[config.mk]
export PLATFORM = sky130hd
export DESIGN_NAME = op_sequencer
export DESIGN_NICKNAME = d
export VERILOG_FILES = /design/src/rtl/op_seq_pkg.sv /design/src/rtl/op_sequencer_rr_arbiter.sv /design/src/rtl/op_sequencer.sv
export SDC_FILE = /design/constraint.sdc
export NUM_CORES = 1
export LEC_CHECK = 0
export ABC_AREA = 1
export CAP_MARGIN = 5
export CORE_ASPECT_RATIO = 1.5
export CORE_UTILIZATION = 50
export DETAILED_ROUTE_END_ITERATION = 12
export PLACE_DENSITY = 0.75
export SETUP_SLACK_MARGIN = 0.5
export SYNTH_ARGS = -nofsm -noshare
export SYNTH_HDL_FRONTEND = slang
export SYNTH_SLANG_ARGS = --single-unit
[constraint.sdc]
create_clock -name clk -period 2.86 [get_ports clk]
set_input_delay 0.572 -clock clk [delete_from_list [all_inputs] [get_ports clk]]
set_output_delay 0.572 -clock clk [all_outputs]
set_load 0.03 [all_outputs]
[src/rtl/op_seq_pkg.sv]
// ---------------------------------------------------------------------------
// op_seq_pkg
// Shared types for the operation sequencer:
//   state_t  - sequencer FSM states
//   status_t - result code reported on status
//   is_fail  - helper telling whether a result code raises an interrupt
// ---------------------------------------------------------------------------
package op_seq_pkg;

  typedef enum logic [2:0] {
    IDLE  = 3'd0,
    START = 3'd1,
    RUN   = 3'd2,
    STOP  = 3'd3,
    DONE  = 3'd4
  } state_t;

  typedef enum logic [1:0] {
    ST_OK      = 2'd0,
    ST_ERR     = 2'd1,
    ST_TIMEOUT = 2'd2,
    ST_ABORT   = 2'd3
  } status_t;

  // Any result other than OK is reported through interrupt.
  function automatic logic is_fail(input status_t s);
    return (s != ST_OK);
  endfunction

endpackage

[src/rtl/op_sequencer_rr_arbiter.sv]
// ---------------------------------------------------------------------------
// rr_arbiter
// Combinational round-robin selector: finds the first set request bit
// searching upward from ptr with wrap-around.
// Ports:
//   req   in  NUM_REQ  request vector
//   ptr   in  IDX_W    search start position (0..NUM_REQ-1)
//   valid out 1        at least one request is set
//   idx   out IDX_W    index of the selected request
// ---------------------------------------------------------------------------
module rr_arbiter #(
  parameter  int NUM_REQ = 4,
  localparam int IDX_W   = $clog2(NUM_REQ)
) (
  input  logic [NUM_REQ-1:0] req,
  input  logic [IDX_W-1:0]   ptr,
  output logic               valid,
  output logic [IDX_W-1:0]   idx
);

  logic [IDX_W:0]   sum_s;
  logic [IDX_W-1:0] pos_s;

  // Rotate-and-priority-encode: walk offsets from farthest to nearest so the
  // request closest to ptr is the last (winning) assignment.
  always_comb begin
    valid = 1'b0;
    idx   = '0;
    sum_s = '0;
    pos_s = '0;
    for (int i = NUM_REQ - 1; i >= 0; i--) begin
      sum_s = {1'b0, ptr} + (IDX_W + 1)'(i);
      pos_s = (sum_s >= (IDX_W + 1)'(NUM_REQ)) ? IDX_W'(sum_s - (IDX_W + 1)'(NUM_REQ))
                                               : sum_s[IDX_W-1:0];
      idx   = req[pos_s] ? pos_s : idx;
      valid = valid | req[pos_s];
    end
  end

endmodule

[src/rtl/op_sequencer.sv]
// ---------------------------------------------------------------------------
// op_sequencer
// Shares one start/stop style engine between NUM_REQ requesters. Requests
// are granted round-robin; each operation goes START -> RUN -> (STOP) ->
// DONE and its result is reported per requester (ack) and globally
// (status_valid / status / interrupt). All outputs are registered: each
// output register is loaded from the next-state decision so it is valid in
// the same cycle the FSM occupies the matching state.
// Ports:
//   clk          in   clock, rising edge
//   rst          in   asynchronous active-low reset
//   req          in   level request per requester
//   abort        in   software abort of the running operation
//   endd / er    in   engine finished OK / failed
//   start / stop out  1-cycle engine control pulses
//   rdy          out  sequencer idle
//   ack          out  one-hot completion pulse to the granted requester
//   gnt_id       out  current / last granted requester
//   status_valid out  1-cycle pulse qualifying status
//   status       out  result code, held until the next status_valid
//   interrupt    out  1-cycle pulse on a non-OK result
// ---------------------------------------------------------------------------
module op_sequencer
  import op_seq_pkg::*;
#(
  parameter  int NUM_REQ = 4,
  parameter  int TIMEOUT = 64,
  localparam int IDX_W   = $clog2(NUM_REQ)
) (
  input  logic               clk,
  input  logic               rst,
  input  logic [NUM_REQ-1:0] req,
  input  logic               abort,
  input  logic               endd,
  input  logic               er,
  output logic               start,
  output logic               stop,
  output logic               rdy,
  output logic [NUM_REQ-1:0] ack,
  output logic [IDX_W-1:0]   gnt_id,
  output logic               status_valid,
  output logic [1:0]         status,
  output logic               interrupt
);

  localparam int               CNT_W    = $clog2(TIMEOUT);
  localparam logic [CNT_W-1:0] TMO_LAST = CNT_W'(TIMEOUT - 1);
  localparam logic [IDX_W-1:0] LAST_IDX = IDX_W'(NUM_REQ - 1);

  state_t               state_r;
  state_t               state_nxt_s;
  status_t              res_r;
  status_t              res_nxt_s;
  status_t              status_r;
  logic [CNT_W-1:0]     timer_r;
  logic [IDX_W-1:0]     ptr_r;
  logic [IDX_W-1:0]     gnt_id_r;
  logic [IDX_W-1:0]     arb_idx_s;
  logic                 arb_valid_s;
  logic                 start_r;
  logic                 stop_r;
  logic                 rdy_r;
  logic [NUM_REQ-1:0]   ack_r;
  logic                 status_valid_r;
  logic                 interrupt_r;

  rr_arbiter #(
    .NUM_REQ (NUM_REQ)
  ) u_arb (
    .req   (req),
    .ptr   (ptr_r),
    .valid (arb_valid_s),
    .idx   (arb_idx_s)
  );

  // Next-state and pending-result decision; engine inputs only matter in RUN.
  always_comb begin
    state_nxt_s = state_r;
    res_nxt_s   = res_r;
    case (state_r)
      IDLE: begin
        if (arb_valid_s) begin
          state_nxt_s = START;
        end else begin
          state_nxt_s = IDLE;
        end
      end
      START: begin
        state_nxt_s = RUN;
      end
      RUN: begin
        // Engine result outranks abort/timeout, and goes straight to DONE
        // so no stop pulse is issued for a finished operation.
        if (er) begin
          state_nxt_s = DONE;
          res_nxt_s   = ST_ERR;
        end else if (endd) begin
          state_nxt_s = DONE;
          res_nxt_s   = ST_OK;
        end else if (abort) begin
          state_nxt_s = STOP;
          res_nxt_s   = ST_ABORT;
        end else if (timer_r == TMO_LAST) begin
          state_nxt_s = STOP;
          res_nxt_s   = ST_TIMEOUT;
        end else begin
          state_nxt_s = RUN;
        end
      end
      STOP: begin
        state_nxt_s = DONE;
      end
      DONE: begin
        state_nxt_s = IDLE;
      end
      default: begin
        state_nxt_s = IDLE;
        res_nxt_s   = ST_OK;
      end
    endcase
  end

  // State, timer, pointer, grant and registered outputs.
  always_ff @(posedge clk or negedge rst) begin
    if (!rst) begin
      state_r        <= IDLE;
      res_r          <= ST_OK;
      status_r       <= ST_OK;
      timer_r        <= '0;
      ptr_r          <= '0;
      gnt_id_r       <= '0;
      start_r        <= 1'b0;
      stop_r         <= 1'b0;
      rdy_r          <= 1'b1;
      ack_r          <= '0;
      status_valid_r <= 1'b0;
      interrupt_r    <= 1'b0;
    end else begin
      state_r        <= state_nxt_s;
      res_r          <= res_nxt_s;
      start_r        <= (state_nxt_s == START);
      stop_r         <= (state_nxt_s == STOP);
      rdy_r          <= (state_nxt_s == IDLE);
      status_valid_r <= (state_nxt_s == DONE);

      if (state_nxt_s == DONE) begin
        ack_r       <= {{(NUM_REQ - 1){1'b0}}, 1'b1} << gnt_id_r;
        status_r    <= res_nxt_s;
        interrupt_r <= is_fail(res_nxt_s);
      end else begin
        ack_r       <= '0;
        interrupt_r <= 1'b0;
      end

      // Timer only advances while staying in RUN, so it never wraps.
      if (state_r == START) begin
        timer_r <= '0;
      end else if ((state_r == RUN) && (state_nxt_s == RUN)) begin
        timer_r <= timer_r + CNT_W'(1);
      end else begin
        timer_r <= timer_r;
      end

      if ((state_r == IDLE) && arb_valid_s) begin
        gnt_id_r <= arb_idx_s;
      end else begin
        gnt_id_r <= gnt_id_r;
      end

      // The just-served requester moves to the back of the rotation.
      if (state_r == DONE) begin
        ptr_r <= (gnt_id_r == LAST_IDX) ? '0 : gnt_id_r + IDX_W'(1);
      end else begin
        ptr_r <= ptr_r;
      end
    end
  end

  assign start        = start_r;
  assign stop         = stop_r;
  assign rdy          = rdy_r;
  assign ack          = ack_r;
  assign gnt_id       = gnt_id_r;
  assign status_valid = status_valid_r;
  assign status       = status_r;
  assign interrupt    = interrupt_r;

endmodule

==> reports/metrics.yaml <==
worst_setup_path:
  start_kind: "register"
  reg2regPathDepth: 11
  criticalPathCategory: "reg2out"
  crit_path_max_incr_delay_ns: 0.66
  cp_slowest_cell: "clkdlybuf4s50_1"
  worstPathRequired_ns: 2.29
  critical_path_arrival_ns: 1.52
  crit_buf_inv: 1
  cp_top_family: "buffers and inverters"
  cp_max_fo: 1
  path_depth: 1
  end_kind: "primary output"
  crit_chain: "clkdlybuf4s50_1"
cts:
  root_buffer: "clkbuf_4"
  cts.path.max_buffers: 2
  htreeDepth: 1
  cts_tree: "built"
  cts_buffers: 3
  path_clk_slew_ns: 0.14
  clk_latency_ns: 0.31
  postCtsHoldBufs: 0
  ctsResizeCount: 0
  cts_setup_buffers: 0
  cts_sinks: 26
global_route:
  grt_pass1_vias: 1152
  overflow: 0
  antenna_found_initial: 0
  grtUsageTotal: 0.217
  grt_pass1_wl_um: 4820
  grt_max_degree: 27
detailed_routing:
  vias: 1160
  viasPerCell: 4.89
  drt_iter0_markers: 22
  drc: 0
  dr.pass1.iters: 5
  wire_per_inst_um: 11.5
  ant_nets: 0
  drt-total-wl_um: 2730
synthesis:
  synth_edf_count: 0
  ys_warn_count: 0
  synth-main-ff-cell: "dfrtp_1"
  synth_compound_area_frac: 0.0521
  syn_area_per_cell_sq_um: 7.78
  synth_xor_area_frac: 0.0256
  synthArstFlopShare: 1.00
  yosys.area_share.adder: 0.0457
  syn-num-nets: 190
  ys_types: 21
  synthMuxAreaShare: 0
  synth.area.top_cells: "dfrtp_1 (46%), nand2_1 (18%), inv_1 (6.3%)"
  synthCells: 176
  synth_top_family_by_area: "simple AND/OR/NAND/NOR gates"
  synth_top_area_frac: 0.457
  yosys.area_share.simple: 0.324
  ys_ff_latch: 26
  ys_seq_area_frac: 0.476
  syn_area_sq_um: 1370
  synth.largest_area_cell: "dfrtp_1"
worst_hold_path:
  min_path_cells: 2
  hp-class: "reg2reg"
placement:
  hpwl_um: 2140
  gp_congestion: 0.822
  place_area_sq_um: 1620
  dp.cells: 233
  pre_cts_slack_ns: 0.734
  portBuffers: 21
final_layout:
  fin_cells: 237
  drive_above_1_share: 0.0945
  final_util: 0.661
  postLayoutCellArea_sq_um: 1670
  num_antenna_cells: 0
  syn2layout_area_growth_pct: 22.2
  fin_nets: 216
die:
  die_h_um: 66.1
  rows: 22
  dieArea_sq_um: 2960
  io_pins: 22
  core_sq_um: 2530
  die_x_um: 44.7
  start_util: 0.541
sta:
  rsz0062_at_grt: "false"
  fin_setup_tns_ns: 0
  relSlewSlack: 0.626
  fin_crit_ns: 2.09
  fin_skew_ns: 0.00321
  worst_pin_slew_ns: 0.557
  setup_viol: 0
  slew_viol_final: 0
  min_period_over_period: 0.732
  setup_ws_ns: 0.767
  hold_violations: 0
  max_freq_mhz: 478
  holdWs_ns: 0.527
power_and_ir_drop:
  p_per_area_nw_per_um2: 1020
  leakage_nw: 0.907
  irDropWorstVdd_mv: 0.698
  total_power_mw: 1.71
status:
  status: "completed"
run:
  cap_violations: 0
==> layer usage <==
metal | global-route usage | wire length, um | vias to the layer above
li1 | - | - | 594
met1 | 0.259 | 1080 | 547
met2 | 0.404 | 1560 | 17
met3 | 0.0164 | 69 | 2
met4 | 0.0568 | 15 | 0
met5 | 0 | 0 | -
==> power breakdown <==
group | switching [mW] | internal [mW] | total, mW | leakage (nW)
logic | 0.567 | 0.303 | 0.870 | 0.536
registers | 0.0991 | 0.490 | 0.589 | 0.344
clock network | 0.105 | 0.142 | 0.246 | 0.0279
==> area by class of cell <==
cell class                      count  area, sq um
Multi-Input combinational cell    124          612
Inverter                           25         93.8
Tap cell                           36         45.0
Timing Repair Buffer               22          218
Fill cell                         237          860
Clock inverter                      1         30.0
Sequential cell                    26          652
Clock buffer                        3         22.5
==> sequential cells by signal, indices dropped and copies added, names as in the netlist <==
name	cells
status	2
rdy	1
stop	1
status_valid	1
timer_r	6
state_r	3
res_r	2
interrupt	1
start	1
gnt_id	2
ack	4
ptr_r	2
==> synthesized netlist by cell type, drive strengths merged (2+ instances only) <==
library cell,instances
nand2,70
ha,5
xor2,3
a21oi,4
nor2,15
nand3,8
nor3,2
o21ai,8
nand4,6
dfrtp,25
inv,25
==> cells in the final DEF, fill, tap and decap left out, types with 2 or more instances in the layout <==
| master | instances |
|---|---|
| nand2_1 | 64 |
| dfrtp_1 | 25 |
| inv_1 | 23 |
| clkdlybuf4s50_1 | 21 |
| nor2_1 | 15 |
| o21ai_0 | 7 |
| nand2_2 | 6 |
| nand3_1 | 6 |
| nand4_1 | 6 |
| ha_1 | 5 |
| a21oi_1 | 4 |
| xor2_1 | 3 |
| clkbuf_4 | 3 |
| inv_2 | 2 |
| nand3_2 | 2 |
==> path summary, 6_finish.rpt <==
path / from / slack, ns / endpoint
max in group asynchronous: rst / 1.97 / rdy$_DFF_PN1_
worst max-delay path: rdy$_DFF_PN1_ / 0.77 / rdy
min in group asynchronous: rst / 0.60 / stop$_DFF_PN0_
worst min register to register: status[0]$_DFFE_PN0N_ / 0.53 / status[0]$_DFFE_PN0N_
worst max register to register: ptr_r[0]$_DFFE_PN0N_ / 1.11 / timer_r[0]$_DFFE_PN0P_
worst min-delay path: status[0]$_DFFE_PN0N_ / 0.53 / status[0]$_DFFE_PN0N_
==> logic make-up after synthesis <==
family / count (synthesis)
XOR/XNOR: 4
buffers and inverters: 26
AO/OA/AOI/OAI: 13
adder cells (fa/ha/maj): 5
AND/OR/NAND/NOR: 102
flip-flops: 26
Note: power is estimated with default switching activity, not from simulation.
